### config.mk
export PLATFORM = sky130hd
export DESIGN_NAME = command_writer
export DESIGN_NICKNAME = d
export VERILOG_FILES = /design/src/rtl/command_writer.sv
export SDC_FILE = /design/constraint.sdc
export NUM_CORES = 2
export LEC_CHECK = 0
export BUFFER_PORTS_ARGS = -buffer_cell sky130_fd_sc_hd__buf_2
export CORE_ASPECT_RATIO = 0.7
export CORE_UTILIZATION = 30
export CTS_CLUSTER_DIAMETER = 120
export DETAILED_ROUTE_END_ITERATION = 12
export GPL_TIMING_DRIVEN = 0
export PLACE_DENSITY = 0.49
export RECOVER_POWER = 25
export SLEW_MARGIN = 20
export SYNTH_ARGS = -nofsm -noshare
export SYNTH_HDL_FRONTEND = slang
export SYNTH_SLANG_ARGS = --single-unit
### constraint.sdc
create_clock -name clock -period 4.3 [get_ports clock]
set_input_delay 0.215 -clock clock [delete_from_list [all_inputs] [get_ports clock]]
set_output_delay 0.215 -clock clock [all_outputs]
set_load 0.02 [all_outputs]
### src/rtl/command_writer.sv
// command_writer: Avalon-MM write master that drains a 64-bit word stream into a ring buffer.
// While the bus is stalled one word waits in the output register, so up to FIFO_DEPTH+1 words are accepted before fifo_full.
module command_writer #(
    parameter int unsigned CMD_ADDRESS     = 0,
    parameter int unsigned BUFFER_WORDS    = 1024,
    parameter int unsigned FIFO_DEPTH      = 32,
    parameter int unsigned FIFO_DEPTH_LOG2 = 5
) (
    input  logic        clock,
    input  logic        reset_n,
    input  logic        restart,
    output logic        ready,
    output logic        idle,
    output logic [31:0] words_written,
    output logic [28:0] write_address,
    output logic [7:0]  write_burstcount,
    output logic [7:0]  write_byteenable,
    output logic [63:0] write_writedata,
    output logic        write_write,
    input  logic        write_waitrequest,
    input  logic [63:0] fifo_data,
    input  logic        fifo_wrreq,
    output logic        fifo_full
);

    localparam logic [28:0] BASE_WORD = 29'(CMD_ADDRESS / 8);
    localparam logic [28:0] LAST_WORD = 29'(CMD_ADDRESS / 8 + BUFFER_WORDS - 1);
    localparam logic [FIFO_DEPTH_LOG2-1:0] PTR_LAST  = FIFO_DEPTH_LOG2'(FIFO_DEPTH - 1);
    localparam logic [FIFO_DEPTH_LOG2:0]   USED_FULL = (FIFO_DEPTH_LOG2 + 1)'(FIFO_DEPTH);

    typedef enum logic [1:0] {
        INIT       = 2'd0,
        COPY       = 2'd1,
        WAIT_WRITE = 2'd2
    } state_t;

    state_t state;
    state_t state_next;

    logic [63:0]                fifo_mem [FIFO_DEPTH];
    logic [FIFO_DEPTH_LOG2-1:0] rd_ptr;
    logic [FIFO_DEPTH_LOG2-1:0] wr_ptr;
    logic [FIFO_DEPTH_LOG2:0]   used;
    logic [63:0]                fifo_head;
    logic                       fifo_empty;
    logic                       push;
    logic                       pop;
    logic                       load;
    logic                       drop_write;
    logic                       init_clear;
    logic                       bus_free;
    logic                       write_accepted;
    logic [28:0]                next_word;

    assign write_burstcount = 8'h01;
    assign write_byteenable = 8'hFF;

    assign fifo_head      = fifo_mem[rd_ptr];
    assign fifo_empty     = (used == '0);
    assign ready          = (state == COPY) && !restart;
    assign idle           = ready && fifo_empty && !write_write;
    assign fifo_full      = (used == USED_FULL) || !ready;
    assign push           = fifo_wrreq && !fifo_full;
    assign bus_free       = !write_write || !write_waitrequest;
    assign write_accepted = write_write && !write_waitrequest;

    always_ff @(posedge clock) begin
        if (!reset_n) begin
            state <= INIT;
        end else begin
            state <= state_next;
        end
    end

    always_comb begin
        state_next = state;
        pop        = 1'b0;
        load       = 1'b0;
        drop_write = 1'b0;
        init_clear = 1'b0;
        case (state)
            INIT: begin
                init_clear = 1'b1;
                if (!restart) begin
                    state_next = COPY;
                end
            end
            COPY: begin
                if (restart) begin
                    // a stalled write must stay on the bus until the slave takes it
                    if (write_write && write_waitrequest) begin
                        state_next = WAIT_WRITE;
                    end else begin
                        drop_write = 1'b1;
                        state_next = INIT;
                    end
                end else if (bus_free) begin
                    if (!fifo_empty) begin
                        pop  = 1'b1;
                        load = 1'b1;
                    end else begin
                        drop_write = 1'b1;
                    end
                end
            end
            WAIT_WRITE: begin
                if (!write_waitrequest) begin
                    drop_write = 1'b1;
                    state_next = INIT;
                end
            end
            default: begin
                drop_write = 1'b1;
                state_next = INIT;
            end
        endcase
    end

    always_ff @(posedge clock) begin
        if (push) begin
            fifo_mem[wr_ptr] <= fifo_data;
        end
    end

    always_ff @(posedge clock) begin
        if (!reset_n || init_clear) begin
            rd_ptr <= '0;
            wr_ptr <= '0;
            used   <= '0;
        end else begin
            if (push) begin
                wr_ptr <= (wr_ptr == PTR_LAST) ? '0 : wr_ptr + 1'b1;
            end
            if (pop) begin
                rd_ptr <= (rd_ptr == PTR_LAST) ? '0 : rd_ptr + 1'b1;
            end
            case ({push, pop})
                2'b10:   used <= used + 1'b1;
                2'b01:   used <= used - 1'b1;
                default: used <= used;
            endcase
        end
    end

    always_ff @(posedge clock) begin
        if (!reset_n || init_clear) begin
            words_written <= '0;
        end else if (write_accepted) begin
            words_written <= words_written + 32'd1;
        end
    end

    always_ff @(posedge clock) begin
        if (!reset_n) begin
            write_write     <= 1'b0;
            write_writedata <= '0;
            write_address   <= BASE_WORD;
            next_word       <= BASE_WORD;
        end else begin
            if (init_clear) begin
                next_word <= BASE_WORD;
            end
            if (load) begin
                write_write     <= 1'b1;
                write_writedata <= fifo_head;
                write_address   <= next_word;
                next_word       <= (next_word == LAST_WORD) ? BASE_WORD : next_word + 29'd1;
            end else if (drop_write) begin
                write_write <= 1'b0;
            end
        end
    end

endmodule

==> impl_metrics.prom <==
# TYPE chip_impl_metric gauge
chip_impl_info{name="run_status",value="finished with violations"} 1
chip_impl_info{name="violations",value="max-capacitance violations, max-slew violations"} 1
chip_impl_metric{name="cts_inserted_buffers",unit=""} 222
chip_impl_info{name="cts_tree",value="built"} 1
chip_impl_metric{name="cp.buffers_inverters",unit=""} 6
chip_impl_metric{name="synthesis.area_per_instance",unit="um^2"} 19.80
chip_impl_metric{name="place_ws",unit="ns"} -0.8009
chip_impl_metric{name="design.final.nets",unit=""} 5024
chip_impl_metric{name="core_area",unit="um^2"} 282100
chip_impl_metric{name="worstPathRequired",unit="ns"} 5.04
chip_impl_metric{name="worst-r2r-cell-count",unit=""} 11
chip_impl_info{name="cts.root.buffer_cell",value="clkbuf_16"} 1
chip_impl_metric{name="cts_max_level",unit=""} 4
chip_impl_metric{name="first_global_vias",unit=""} 44508
chip_impl_metric{name="grt_start_max_net_pins",unit=""} 33
chip_impl_metric{name="hold-path-cell-count",unit=""} 5
chip_impl_metric{name="drt_iter0_markers",unit=""} 5447
chip_impl_metric{name="crit_arrival",unit="ns"} 4.96
chip_impl_info{name="path_common_cell",value="buf_4"} 1
chip_impl_info{name="critical-path-top-delay-family",value="buffers and inverters"} 1
chip_impl_metric{name="finalSetupViolCount",unit=""} 0
chip_impl_info{name="rsz_0062_raised_after_global_routing",value="false"} 1
chip_impl_metric{name="ir_drop",unit="mV"} 0.3189
chip_impl_metric{name="fp.dieH",unit="um"} 447.8
chip_impl_info{name="holdCritPathClass",value="in -> reg"} 1
chip_impl_info{name="ys_top_cells_by_area",value="edfxtp_1 72%, mux4_2 12%, dfxtp_1 4.1%"} 1
chip_impl_metric{name="slew_violations",unit=""} 165
chip_impl_metric{name="dr_total_vias",unit=""} 45638
chip_impl_info{name="timing.critical_path.from_type",value="register"} 1
chip_impl_metric{name="achievable-frequency",unit="MHz"} 236.7
chip_impl_metric{name="starting_density_of_the_core",unit=""} 0.3020
chip_impl_metric{name="cts.clk_slew.worst_paths",unit="ns"} 0.07
chip_impl_metric{name="final_layout_size_suffix_gt1_frac",unit=""} 0.2515
chip_impl_metric{name="cp_max_fo",unit=""} 10
chip_impl_metric{name="global_route.usage.total",unit=""} 0.1781
chip_impl_metric{name="antenna_found_initial",unit=""} 18
chip_impl_metric{name="dpl.hpwl",unit="um"} 179100
chip_impl_metric{name="n_fill_cell",unit=""} 26030
chip_impl_metric{name="synth-warning-count",unit=""} 0
chip_impl_metric{name="timing_hold_violations_final",unit=""} 0
chip_impl_metric{name="numPortBuffers",unit=""} 196
chip_impl_metric{name="routed_wire_length",unit="um"} 258800
chip_impl_metric{name="synth_enable_flop_cells",unit=""} 2048
chip_impl_metric{name="vias_per_cell",unit=""} 5.116
chip_impl_metric{name="die_width",unit="um"} 638.9
chip_impl_metric{name="dr.pass1.iters",unit=""} 5
chip_impl_metric{name="route.detailed.drc",unit=""} 0
chip_impl_info{name="setup.worst_path.end_class",value="register"} 1
chip_impl_info{name="synthFlopType",value="edfxtp_1"} 1
chip_impl_metric{name="finalCritPeriodShare",unit=""} 0.9826
chip_impl_info{name="critical_path.cell_chain",value="clkbuf_1, buf_2, buf_4, buf_2, buf_4, nand2_1, buf_4, o22ai_1, a2111oi_0, a211oi_1, a21oi_1"} 1
chip_impl_metric{name="cap_violations",unit=""} 5
chip_impl_metric{name="worst_skew_pair.late_latency",unit="ns"} 0.88
chip_impl_metric{name="delay_contributed_by_the_slowest_stage_of_the_critical_path",unit="ns"} 0.67
chip_impl_metric{name="cts_num_sinks",unit=""} 2221
chip_impl_metric{name="synth_cell_types",unit=""} 60
chip_impl_metric{name="synth_cells",unit=""} 4301
chip_impl_metric{name="timing.clock.skew",unit="ns"} 0.08766
chip_impl_metric{name="worstSetupPathDepth",unit=""} 11
chip_impl_metric{name="syn_to_final_growth",unit="%"} 19.56
chip_impl_metric{name="num_io_pins",unit=""} 214
chip_impl_metric{name="floorplan.die_area",unit="um^2"} 286100
chip_impl_info{name="synth_area_leader_cell",value="edfxtp_1"} 1
chip_impl_metric{name="power.leakage",unit="uW"} 0.03075
chip_impl_metric{name="core.rowCount",unit=""} 163
chip_impl_metric{name="worst_setup_slack_final",unit="ns"} 0.07488
chip_impl_metric{name="maximum_buffer_depth_of_the_clock_tree",unit=""} 4
chip_impl_info{name="timing_worst_setup_path_type",value="reg -> reg"} 1
chip_impl_metric{name="synth-seq-cells",unit=""} 2221
chip_impl_info{name="crit_path_top_delay_cell",value="a211oi_1"} 1
chip_impl_metric{name="first_pass_grt_wire_length",unit="um"} 359500
chip_impl_metric{name="timing.slew.headroom",unit=""} -0.04584
chip_impl_metric{name="detail-route-antenna-nets",unit=""} 0
chip_impl_metric{name="grt-ovfl-total",unit=""} 0
chip_impl_metric{name="gpl.final_weighted_congestion",unit=""} 0.7790
chip_impl_metric{name="p_per_area",unit="nW/um^2"} 421.9
chip_impl_metric{name="total_negative_setup_slack",unit="ns"} 0
chip_impl_metric{name="min_period",unit="ns"} 4.225
chip_impl_metric{name="synth-async-reset-ratio",unit=""} 0
chip_impl_metric{name="syn-cell-area",unit="um^2"} 85170
chip_impl_metric{name="avgRoutedWirePerCell",unit="um"} 29.02
chip_impl_metric{name="worst_pin_slew",unit="ns"} 1.569
chip_impl_metric{name="synth_seq_area_share",unit=""} 0.7627
chip_impl_metric{name="synth.top_cell.area_share",unit=""} 0.7221
## cell usage after synthesis, types with 44 or more instances
| library cell | instances |
|---|---|
| a31oi_1 | 51 |
| nand2_1 | 151 |
| nand2b_1 | 44 |
| o22ai_1 | 153 |
| o21ai_0 | 87 |
| mux2_2 | 46 |
| buf_2 | 84 |
| a211oi_1 | 47 |
| a21oi_1 | 92 |
| dfxtp_1 | 173 |
| mux4_2 | 436 |
| mux2i_1 | 235 |
| edfxtp_1 | 2048 |
| clkbuf_1 | 126 |
| nor3_1 | 54 |
| nor2_1 | 122 |
## layout make-up
cell class                      count  area, um^2  area share
Tap cell                         3795        4748     0.04663
Sequential cell                  2221       64960      0.6379
Timing Repair Buffer              405        4632     0.04549
Buffer                            274        1328     0.01304
Multi-Input combinational cell   1802       19180      0.1883
Clock inverter                     95       728.2    0.007151
Clock buffer                      307        6178     0.06067
Antenna cell                        5       12.51   0.0001229
Inverter                           17       66.31   0.0006512
## path summary, 6_finish.rpt
| kind | start | end | slack (ns) |
|---|---|---|---|
| setup / recovery | rd_ptr[0] | write_writedata[45] | 0.07 |
| hold / removal | fifo_wrreq | wr_ptr[4] | 0.09 |
| setup reg to reg | rd_ptr[0] | write_writedata[45] | 0.07 |
| hold reg to reg | write_address[13] | write_address[13] | 0.45 |
## per-stage QoR
step	std cells	total power (uW)	util	instance area, um^2	hold slack [ns]
3_5_place_dp	8443	24500	0.3340	94200	0.4282
4_1_cts	8914	43340	0.3610	101800	0.02699
6_report	8921	42960	0.3610	101800	0.08802
2_1_floorplan	4315	24130	-	85220	0.2918
3_3_place_gp	8306	24470	0.3225	90950	0.4177
5_1_grt	8917	44170	0.3610	101800	0.06012
## worst register-to-register path: cells and delay by family, from the launching register on
kind            cells  cell delay (ns)
compound gates      4             1.21
simple gates        1             0.24
buf+inv             6             2.29
flops               1             0.34
## flip-flops by register name (all words and copies together) (netlist names)
signal	cells
fifo_mem	2048
write_writedata	64
words_written	32
next_word	29
write_address	29
used	6
rd_ptr	5
wr_ptr	5
state	2
write_write	1
## placed cells by master (no fill, tap or decap), types with 54 or more instances in the layout
cell type	Yosys	routed
edfxtp_1	2048	2048
mux4_2	436	436
buf_2	84	237
mux2i_1	235	235
clkbuf_16	0	225
clkbuf_1	126	212
dfxtp_1	173	173
o22ai_1	153	153
nand2_1	151	151
buf_12	0	103
a21oi_1	92	92
nor2_1	122	90
o21ai_0	87	87
dlygate4sd3_1	0	68
nor3_1	54	54
## logic make-up (layout without fill, tap and decap cells)
family                   Yosys count  after routing  share of synthesized area
flip-flops                      2221           2221                     0.7627
adder cells (fa/ha/maj)           12             12                   0.001763
AO/OA/AOI/OAI                    503            503                    0.03723
AND/OR/NAND/NOR                  523            523                    0.03003
buffers and inverters            292           1098                    0.01600
XOR/XNOR                          31             31                   0.003188
multiplexers                     717            717                     0.1490
other                              2             21                 0.00008817
## power breakdown
part / internal, uW / switching, uW
logic: 102 / 410
registers: 23600 / 3.97
clock network: 10500 / 8320
## routing by layer
metal | vias up | global-route usage | share of wire
li1 | 19040 | - | -
met1 | 24528 | 0.2789 | 0.48
met2 | 1770 | 0.2552 | 0.42
met3 | 292 | 0.03248 | 0.075
met4 | 8 | 0.03738 | 0.020
met5 | - | 0 | 0.00020
## repair_timing
action,4_1_cts,5_1_grt
hold buffers,68,0
pin swaps,1,0
setup endpoints to repair,11,2
gates cloned,0,0
hold endpoints to repair,2058,0
resized for setup,7,4
setup buffers,2,0
Note: power is estimated with default switching activity, not from simulation.
